--- src/rtl/xip_line_buffer_pkg.sv ---
// rtl/xip_line_buffer_pkg.sv - shared state encodings, address modes and response codes for the XIP line buffer
package xip_pkg;

    typedef enum logic [2:0] {
        ST_IDLE        = 3'd0,
        ST_LOOKUP      = 3'd1,
        ST_FETCH_START = 3'd2,
        ST_FILL        = 3'd3,
        ST_RESP        = 3'd4
    } state_t;

    localparam logic [1:0] ADDR_MODE_3B = 2'b01;
    localparam logic [1:0] ADDR_MODE_4B = 2'b10;

    localparam logic [1:0] RESP_OKAY   = 2'b00;
    localparam logic [1:0] RESP_SLVERR = 2'b10;

    // In 3-byte mode the top address byte is not part of the flash address.
    function automatic logic [31:0] eff_addr(input logic [31:0] a, input logic [1:0] mode);
        return (mode == ADDR_MODE_3B) ? {8'h00, a[23:0]} : a;
    endfunction

endpackage

--- src/rtl/xip_line_buffer_if.sv ---
// rtl/xip_line_buffer_if.sv - AXI-Lite XIP read channel (AR + R) bundle
// Ports: araddr_i/arvalid_i/rready_i driven by the master; arready_o,
// rdata_o/rresp_o/rvalid_o driven by the line buffer (slave).
interface xip_line_buffer_if;
    logic [31:0] araddr_i;
    logic        arvalid_i;
    logic        arready_o;
    logic [31:0] rdata_o;
    logic [1:0]  rresp_o;
    logic        rvalid_o;
    logic        rready_i;

    modport master (
        output araddr_i, arvalid_i, rready_i,
        input  arready_o, rdata_o, rresp_o, rvalid_o
    );

    modport slave (
        input  araddr_i, arvalid_i, rready_i,
        output arready_o, rdata_o, rresp_o, rvalid_o
    );
endinterface

--- src/rtl/xip_line_buffer_store.sv ---
// rtl/xip_line_buffer_store.sv - fully-associative line array with tag/valid and one write port
// Ports: lookup_tag -> hit/hit_line (combinational), valid vector out,
// rd_line/rd_word -> rd_data (combinational), word write port (wr_*),
// tag write at fill end (tag_we/tag_data/set_valid on wr_line), inv_all clears every valid bit.
module xip_line_store #(
    parameter int LINE_WORDS = 4,
    parameter int NUM_LINES  = 4,
    parameter int TAG_W      = 28,
    localparam int WIDX_W    = $clog2(LINE_WORDS),
    localparam int LIDX_W    = (NUM_LINES > 1) ? $clog2(NUM_LINES) : 1
) (
    input  logic                 clk,
    input  logic                 resetn,
    input  logic [TAG_W-1:0]     lookup_tag,
    output logic                 hit,
    output logic [LIDX_W-1:0]    hit_line,
    output logic [NUM_LINES-1:0] valid,
    input  logic [LIDX_W-1:0]    rd_line,
    input  logic [WIDX_W-1:0]    rd_word,
    output logic [31:0]          rd_data,
    input  logic                 wr_en,
    input  logic [LIDX_W-1:0]    wr_line,
    input  logic [WIDX_W-1:0]    wr_word,
    input  logic [31:0]          wr_data,
    input  logic                 tag_we,
    input  logic [TAG_W-1:0]     tag_data,
    input  logic                 set_valid,
    input  logic                 inv_all
);

    logic [31:0]          data_q [NUM_LINES][LINE_WORDS];
    logic [TAG_W-1:0]     tag_q  [NUM_LINES];
    logic [NUM_LINES-1:0] valid_q;

    assign valid   = valid_q;
    assign rd_data = data_q[rd_line][rd_word];

    // Lowest matching line wins; tags are unique among valid lines anyway.
    always_comb begin
        hit      = 1'b0;
        hit_line = '0;
        for (int i = 0; i < NUM_LINES; i++) begin
            if (!hit && valid_q[i] && (tag_q[i] == lookup_tag)) begin
                hit      = 1'b1;
                hit_line = LIDX_W'(i);
            end
        end
    end

    always_ff @(posedge clk) begin
        if (wr_en) begin
            data_q[wr_line][wr_word] <= wr_data;
        end
    end

    always_ff @(posedge clk or negedge resetn) begin
        if (!resetn) begin
            valid_q <= '0;
            for (int i = 0; i < NUM_LINES; i++) begin
                tag_q[i] <= '0;
            end
        end else begin
            if (tag_we) begin
                tag_q[wr_line] <= tag_data;
            end
            // Invalidate wins over a fill completing in the same cycle.
            if (inv_all) begin
                valid_q <= '0;
            end else if (tag_we) begin
                valid_q[wr_line] <= set_valid;
            end
        end
    end

endmodule

--- src/rtl/xip_line_buffer.sv ---
// rtl/xip_line_buffer.sv - XIP read-line buffer between the AXI-Lite read channel and qspi_fsm/fifo_rx
// Ports: clk/resetn; xip_en_i, xip_addr_bytes_i, flush_i controls; axi (slave modport,
// AR/R channel); start_o/addr_o/len_o/done_i to qspi_fsm; rx_data_i/rx_empty_i/rx_re_o
// to fifo_rx; busy_o; saturating hit_cnt_o/miss_cnt_o.
module xip_line_buffer
    import xip_pkg::*;
#(
    parameter int LINE_WORDS = 4,
    parameter int NUM_LINES  = 4,
    parameter int CNT_W      = 16
) (
    input  logic               clk,
    input  logic               resetn,
    input  logic               xip_en_i,
    input  logic [1:0]         xip_addr_bytes_i,
    input  logic               flush_i,
    xip_line_buffer_if.slave   axi,
    output logic               start_o,
    output logic [31:0]        addr_o,
    output logic [31:0]        len_o,
    input  logic               done_i,
    input  logic [31:0]        rx_data_i,
    input  logic               rx_empty_i,
    output logic               rx_re_o,
    output logic               busy_o,
    output logic [CNT_W-1:0]   hit_cnt_o,
    output logic [CNT_W-1:0]   miss_cnt_o
);

    localparam int WIDX_W     = $clog2(LINE_WORDS);
    localparam int OFF_W      = WIDX_W + 2;
    localparam int TAG_W      = 32 - OFF_W;
    localparam int LIDX_W     = (NUM_LINES > 1) ? $clog2(NUM_LINES) : 1;
    localparam int LINE_BYTES = LINE_WORDS * 4;

    state_t               state_q, state_d;
    logic                 init_q;
    logic [31:0]          addr_q;
    logic [1:0]           mode_q;
    logic [WIDX_W-1:0]    req_word_q;
    logic [LIDX_W-1:0]    victim_q;
    logic [LIDX_W-1:0]    rr_q;
    logic [31:0]          base_q;
    logic [31:0]          len_q;
    logic [WIDX_W:0]      fill_cnt_q;
    logic                 done_seen_q;
    logic                 flush_seen_q;
    logic [31:0]          rdata_q;
    logic [1:0]           rresp_q;
    logic [CNT_W-1:0]     hit_cnt_q;
    logic [CNT_W-1:0]     miss_cnt_q;

    logic [31:0]          eff;
    logic                 inv_all;
    logic                 st_hit;
    logic [LIDX_W-1:0]    st_hit_line;
    logic [NUM_LINES-1:0] st_valid;
    logic [31:0]          st_rd_data;
    logic                 hit_ok;
    logic [LIDX_W-1:0]    victim;
    logic                 pop;
    logic                 fill_done;
    logic                 unused_addr_lsb;

    assign eff             = eff_addr(addr_q, xip_addr_bytes_i);
    assign unused_addr_lsb = ^eff[1:0];
    // A mode change behaves exactly like a flush: lines fetched in the other mode are stale.
    assign inv_all         = flush_i || (xip_addr_bytes_i != mode_q);
    assign hit_ok          = st_hit && !inv_all;
    assign pop             = (state_q == ST_FILL) && !rx_empty_i
                             && (fill_cnt_q != (WIDX_W + 1)'(LINE_WORDS));
    assign fill_done       = (state_q == ST_FILL)
                             && (fill_cnt_q == (WIDX_W + 1)'(LINE_WORDS))
                             && (done_seen_q || done_i);

    always_comb begin
        logic found;
        found  = 1'b0;
        victim = rr_q;
        for (int i = 0; i < NUM_LINES; i++) begin
            if (!found && !st_valid[i]) begin
                found  = 1'b1;
                victim = LIDX_W'(i);
            end
        end
    end

    xip_line_store #(
        .LINE_WORDS (LINE_WORDS),
        .NUM_LINES  (NUM_LINES),
        .TAG_W      (TAG_W)
    ) u_store (
        .clk        (clk),
        .resetn     (resetn),
        .lookup_tag (eff[31:OFF_W]),
        .hit        (st_hit),
        .hit_line   (st_hit_line),
        .valid      (st_valid),
        .rd_line    (st_hit_line),
        .rd_word    (eff[OFF_W-1:2]),
        .rd_data    (st_rd_data),
        .wr_en      (pop),
        .wr_line    (victim_q),
        .wr_word    (fill_cnt_q[WIDX_W-1:0]),
        .wr_data    (rx_data_i),
        .tag_we     (fill_done),
        .tag_data   (base_q[31:OFF_W]),
        .set_valid  (!(flush_seen_q || inv_all)),
        .inv_all    (inv_all)
    );

    always_ff @(posedge clk or negedge resetn) begin
        if (!resetn) begin
            state_q <= ST_IDLE;
        end else begin
            state_q <= state_d;
        end
    end

    always_comb begin
        state_d = state_q;
        case (state_q)
            ST_IDLE:        if (axi.arvalid_i && init_q) state_d = ST_LOOKUP;
            ST_LOOKUP:      state_d = (!xip_en_i || hit_ok) ? ST_RESP : ST_FETCH_START;
            ST_FETCH_START: state_d = ST_FILL;
            ST_FILL:        if (fill_done) state_d = ST_RESP;
            ST_RESP:        if (axi.rready_i) state_d = ST_IDLE;
            default:        state_d = ST_IDLE;
        endcase
    end

    // init_q keeps arready_o low through reset and the first cycle after it.
    always_comb begin
        axi.arready_o = (state_q == ST_IDLE) && init_q;
        axi.rvalid_o  = (state_q == ST_RESP);
        axi.rdata_o   = rdata_q;
        axi.rresp_o   = rresp_q;
        start_o       = (state_q == ST_FETCH_START);
        busy_o        = (state_q == ST_FETCH_START) || (state_q == ST_FILL);
        rx_re_o       = pop;
        addr_o        = base_q;
        len_o         = len_q;
        hit_cnt_o     = hit_cnt_q;
        miss_cnt_o    = miss_cnt_q;
    end

    always_ff @(posedge clk or negedge resetn) begin
        if (!resetn) begin
            init_q       <= 1'b0;
            addr_q       <= '0;
            mode_q       <= ADDR_MODE_4B;
            req_word_q   <= '0;
            victim_q     <= '0;
            rr_q         <= '0;
            base_q       <= '0;
            len_q        <= '0;
            fill_cnt_q   <= '0;
            done_seen_q  <= 1'b0;
            flush_seen_q <= 1'b0;
            rdata_q      <= '0;
            rresp_q      <= RESP_OKAY;
            hit_cnt_q    <= '0;
            miss_cnt_q   <= '0;
        end else begin
            init_q <= 1'b1;
            mode_q <= xip_addr_bytes_i;
            // Remembers any invalidate between lookup and fill end so the new line stays invalid.
            if (inv_all) begin
                flush_seen_q <= 1'b1;
            end else if (state_q == ST_LOOKUP) begin
                flush_seen_q <= 1'b0;
            end
            case (state_q)
                ST_IDLE: begin
                    if (axi.arvalid_i && init_q) begin
                        addr_q <= axi.araddr_i;
                    end
                end
                ST_LOOKUP: begin
                    if (!xip_en_i) begin
                        rdata_q <= '0;
                        rresp_q <= RESP_SLVERR;
                    end else if (hit_ok) begin
                        rdata_q <= st_rd_data;
                        rresp_q <= RESP_OKAY;
                        if (!(&hit_cnt_q)) hit_cnt_q <= hit_cnt_q + CNT_W'(1);
                    end else begin
                        victim_q    <= victim;
                        req_word_q  <= eff[OFF_W-1:2];
                        base_q      <= {eff[31:OFF_W], {OFF_W{1'b0}}};
                        len_q       <= 32'(LINE_BYTES);
                        fill_cnt_q  <= '0;
                        done_seen_q <= 1'b0;
                        rresp_q     <= RESP_OKAY;
                        if (!(&miss_cnt_q)) miss_cnt_q <= miss_cnt_q + CNT_W'(1);
                    end
                end
                ST_FETCH_START: begin
                    if (done_i) done_seen_q <= 1'b1;
                end
                ST_FILL: begin
                    if (done_i) done_seen_q <= 1'b1;
                    if (pop) begin
                        fill_cnt_q <= fill_cnt_q + (WIDX_W + 1)'(1);
                        if (fill_cnt_q[WIDX_W-1:0] == req_word_q) rdata_q <= rx_data_i;
                    end
                    if (fill_done) begin
                        rr_q <= (rr_q == LIDX_W'(NUM_LINES - 1)) ? '0 : rr_q + LIDX_W'(1);
                    end
                end
                default: ;
            endcase
        end
    end

endmodule

--- src/flat_wrapper.sv ---
// flat-port wrapper written by rule: the top's interface ports become plain ports
module xip_line_buffer_flat import xip_pkg::*;
#(
    parameter int LINE_WORDS = 4,
    parameter int NUM_LINES  = 4,
    parameter int CNT_W      = 16
)
  (clk, resetn, xip_en_i, xip_addr_bytes_i, flush_i, start_o, addr_o, len_o, done_i, rx_data_i, rx_empty_i, rx_re_o, busy_o, hit_cnt_o, miss_cnt_o, axi_araddr_i, axi_arvalid_i, axi_rready_i, axi_arready_o, axi_rdata_o, axi_rresp_o, axi_rvalid_o);
  xip_line_buffer_if axi_i ();
  input  logic clk;
  input  logic resetn;
  input  logic xip_en_i;
  input  logic [1:0] xip_addr_bytes_i;
  input  logic flush_i;
  output logic start_o;
  output logic [31:0] addr_o;
  output logic [31:0] len_o;
  input  logic done_i;
  input  logic [31:0] rx_data_i;
  input  logic rx_empty_i;
  output logic rx_re_o;
  output logic busy_o;
  output logic [CNT_W-1:0] hit_cnt_o;
  output logic [CNT_W-1:0] miss_cnt_o;
  input wire logic [$bits(axi_i.araddr_i)-1:0] axi_araddr_i;
  input wire logic [$bits(axi_i.arvalid_i)-1:0] axi_arvalid_i;
  input wire logic [$bits(axi_i.rready_i)-1:0] axi_rready_i;
  output wire logic [$bits(axi_i.arready_o)-1:0] axi_arready_o;
  output wire logic [$bits(axi_i.rdata_o)-1:0] axi_rdata_o;
  output wire logic [$bits(axi_i.rresp_o)-1:0] axi_rresp_o;
  output wire logic [$bits(axi_i.rvalid_o)-1:0] axi_rvalid_o;
  assign axi_i.araddr_i = axi_araddr_i;
  assign axi_i.arvalid_i = axi_arvalid_i;
  assign axi_i.rready_i = axi_rready_i;
  assign axi_arready_o = axi_i.arready_o;
  assign axi_rdata_o = axi_i.rdata_o;
  assign axi_rresp_o = axi_i.rresp_o;
  assign axi_rvalid_o = axi_i.rvalid_o;
  xip_line_buffer #(.LINE_WORDS(LINE_WORDS), .NUM_LINES(NUM_LINES), .CNT_W(CNT_W)) u_core (.clk(clk), .resetn(resetn), .xip_en_i(xip_en_i), .xip_addr_bytes_i(xip_addr_bytes_i), .flush_i(flush_i), .axi(axi_i), .start_o(start_o), .addr_o(addr_o), .len_o(len_o), .done_i(done_i), .rx_data_i(rx_data_i), .rx_empty_i(rx_empty_i), .rx_re_o(rx_re_o), .busy_o(busy_o), .hit_cnt_o(hit_cnt_o), .miss_cnt_o(miss_cnt_o));
endmodule
--- config.mk ---
export PLATFORM = sky130hd
export DESIGN_NAME = xip_line_buffer_flat
export DESIGN_NICKNAME = d
export VERILOG_FILES = /design/src/rtl/xip_line_buffer_pkg.sv /design/src/rtl/xip_line_buffer_if.sv /design/src/rtl/xip_line_buffer_store.sv /design/src/rtl/xip_line_buffer.sv /design/src/flat_wrapper.sv
export SDC_FILE = /design/constraint.sdc
export NUM_CORES = 1
export LEC_CHECK = 0
export ABC_AREA = 0
export CELL_PAD_IN_SITES_DETAIL_PLACEMENT = 1
export CELL_PAD_IN_SITES_GLOBAL_PLACEMENT = 1
export CORE_MARGIN = 4
export CORE_UTILIZATION = 56
export CTS_BUF_LIST = sky130_fd_sc_hd__clkbuf_8
export CTS_CLUSTER_DIAMETER = 100
export DETAILED_ROUTE_END_ITERATION = 6
export PLACE_DENSITY = 0.87
export SYNTH_ARGS = -nofsm -noshare
export SYNTH_HDL_FRONTEND = slang
export SYNTH_SLANG_ARGS = --single-unit
--- constraint.sdc ---
create_clock -name clk -period 12.6 [get_ports clk]
set_input_delay 3.78 -clock clk [delete_from_list [all_inputs] [get_ports clk]]
set_output_delay 3.78 -clock clk [all_outputs]
set_load 0.05 [all_outputs]
==> results.txt <==
Status: completed
#FFs+latches synth: 769
Worst-margin pin slew: 1.30 ns
Setup ws final: 3.32 ns
Hold Fails Final Rpt: 0
# rows: 88
Post_cts resized: 0
Initial antenna violation count: 4
Post-synth top area cell: edfxtp_1
# port buffers: 170
Hold WS: 0.476 ns
DIE HEIGHT: 249 um
CTS buffer count: 116
CTS tree: done
Hpwl dp: 57.5 mm
Syn. warnings: 0
Clock buffer depth: 3
Final Setup Violations: 0
Peak supply drop: 0.170 mV
Post-CTS setup buffers: 0
Post-synth EDFFs: 512
Root Buffer: clkbuf_8
Leak: 13.5 nW
RSZ-0062 raised after global routing: no
Tcrit/Tclk final: 73.7%
Worst hold path class: reg -> reg
Async S/R FF share, synth: 33.4%
CP Capture Type: output pin
Total global-route track usage: 33.6%
Number of global-route vias before repair: 24.0k
Dpl cell area: 35100 um^2
Worst path required time: 8.82 ns
Via Count: 22.0k
Via/cell ratio: 6.60
ANT nets after route: 0
I/O Pins: 209
DR pass1 iterations: 5
Latest clock arrival within the worst-skew pair: 0.75 ns
Slew margin rel.: 12.8%
Share of layout cells above drive strength 1: 17.9%
Commonest cells after routing, fill and taps aside: edfxtp_1, dfrtp_1, mux2i_1
RD Place Congestion: 0.884
Worst setup path startpoint: rx_empty_i
Setup TNS Final: 0 ns
Final instance area: 37400 um^2
Cell area power density: 198 nW/um^2
WL per Instance: 32.0 um
Final WL: 106 mm
Clock sinks: 769
Post-synth top area share: 47.1%
Worst-path fanout max: 2
R2r startpoint: u_core.addr_q[4]
Synthesized area: 32600 um^2
Post-CTS Hold Buffers: 0
DRC: 0
Post-Synthesis Cells: 2256
Startpoint Class: input port
Library cells used by synthesis: 76
Post-synth top flop: edfxtp_1
Htree depth: 3
Crit path DAT: 5.50 ns
Dpl ws: 3.30 ns
Crit Path Class: in -> out
Die ar.: 62200 um^2
Drt first-iter violations: 2328
Final design utilization: 64.8%
Grt ovf: 0
Fin crit period: 9.28 ns
Slew Limit Fails: 0
Global-route wire length before repair: 158 mm
Nets: 2541
Synth Area per Inst: 14.5 um^2
Clock Skew: 0.0720 ns
Pin count of the biggest net entering global routing: 118
Sequential area share after synthesis: 66.8%
Worst hold start: u_core.len_o[4]
Commonest non-fill, non-tap cell in the layout: edfxtp_1
Fmax: 108 MHz
Initial Util: 56.5%
Max-cap violations: 0
Layout area overhead: 14.7%
Synth top area cells: edfxtp_1, dfrtp_1, mux2_2
Die width: 249 um
Core area: 57700 um^2
Clock-pin slew on the worst setup and hold paths: 0.06 ns
==> through the flow <==
stage,power (mW),std cells
floorplan,4.39,2291
global placement,5.07,3106
detailed placement,5.21,3106
CTS,7.38,3322
global route,7.63,3325
finish,7.41,3325
==> cell usage after synthesis (33+ instances only) <==
library cell,number
nand3_1,33
clkbuf_1,70
edfxtp_1,512
nand2_1,87
a21oi_1,48
xnor2_1,69
nor2_1,141
mux2i_1,214
mux2_2,205
buf_2,37
dfrtp_1,256
buf_4,48
o22ai_1,34
o21ai_0,99
nor3_1,45
o211ai_1,55
xor2_1,54
==> path summary, 6_finish.rpt <==
check	end	depth (start not counted)	slack (ns)
hold reg to reg	u_core.len_o[4]	1	0.48
setup reg to reg	u_core.axi.rdata_o[26]	11	7.19
max in group asynchronous	u_core.axi.rdata_o[27]	2	7.70
min in group asynchronous	u_core.addr_q[15]	1	3.13
setup / recovery	rx_re_o	3	3.32
hold / removal	u_core.len_o[4]	1	0.48
==> worst max-delay path, stage by stage <==
cell             delay [ns]
clkdlybuf4s50_1        0.40
a211oi_1               0.40
clkdlybuf4s50_1        0.91
==> flip-flops by register name (all words and copies together) (netlist names), 2 cells and up <==
| register | cells |
|---|---|
| u_core.u_store.data_q | 512 |
| u_core.u_store.tag_q | 112 |
| u_core.axi.rdata_o | 32 |
| u_core.addr_q | 30 |
| u_core.addr_o | 28 |
| u_core.hit_cnt_o | 16 |
| u_core.miss_cnt_o | 16 |
| u_core.u_store.valid | 4 |
| u_core.fill_cnt_q | 3 |
| u_core.state_q | 3 |
| u_core.mode_q | 2 |
| u_core.req_word_q | 2 |
| u_core.rr_q | 2 |
| u_core.victim_q | 2 |
==> layout make-up <==
class,count,area [um^2]
flip-flops and latches,769,21800
fillers,5318,20300
multi-input cells,1337,10200
repair buffers,214,2040
clock buffers,136,1870
well taps,765,957
clock inverters,80,470
inverters,22,82.6
diodes,2,5.00
==> power breakdown <==
part | internal, mW | leakage [nW] | switching [mW] | total (mW)
combinational | 0.640 | 4.14 | 1.39 | 2.03
sequential | 2.90 | 7.95 | 0.359 | 3.26
clock | 1.08 | 1.38 | 1.03 | 2.12
total | 4.63 | 13.5 | 2.78 | 7.41
==> cells by family (layout without fill, tap and decap cells) <==
group	count (synthesis)	in the layout	share of synthesized area [%]
fa+ha+maj	7	7	0.268
compound gates	323	323	6.45
buf+inv	185	452	2.89
xor+xnor	123	123	3.30
other cells	2	39	0.0230
simple gates	428	428	6.57
flops	769	769	66.8
mux	419	419	13.6
==> routing by layer <==
layer	track usage [%]	up-vias	routed length (um)
met5	0	-	27
li1	-	8811	-
met3	7.11	473	9810
met1	41.2	11200	38100
met4	18.6	4	6430
met2	56.1	1494	52100
Power figures use the tool's default switching activity.
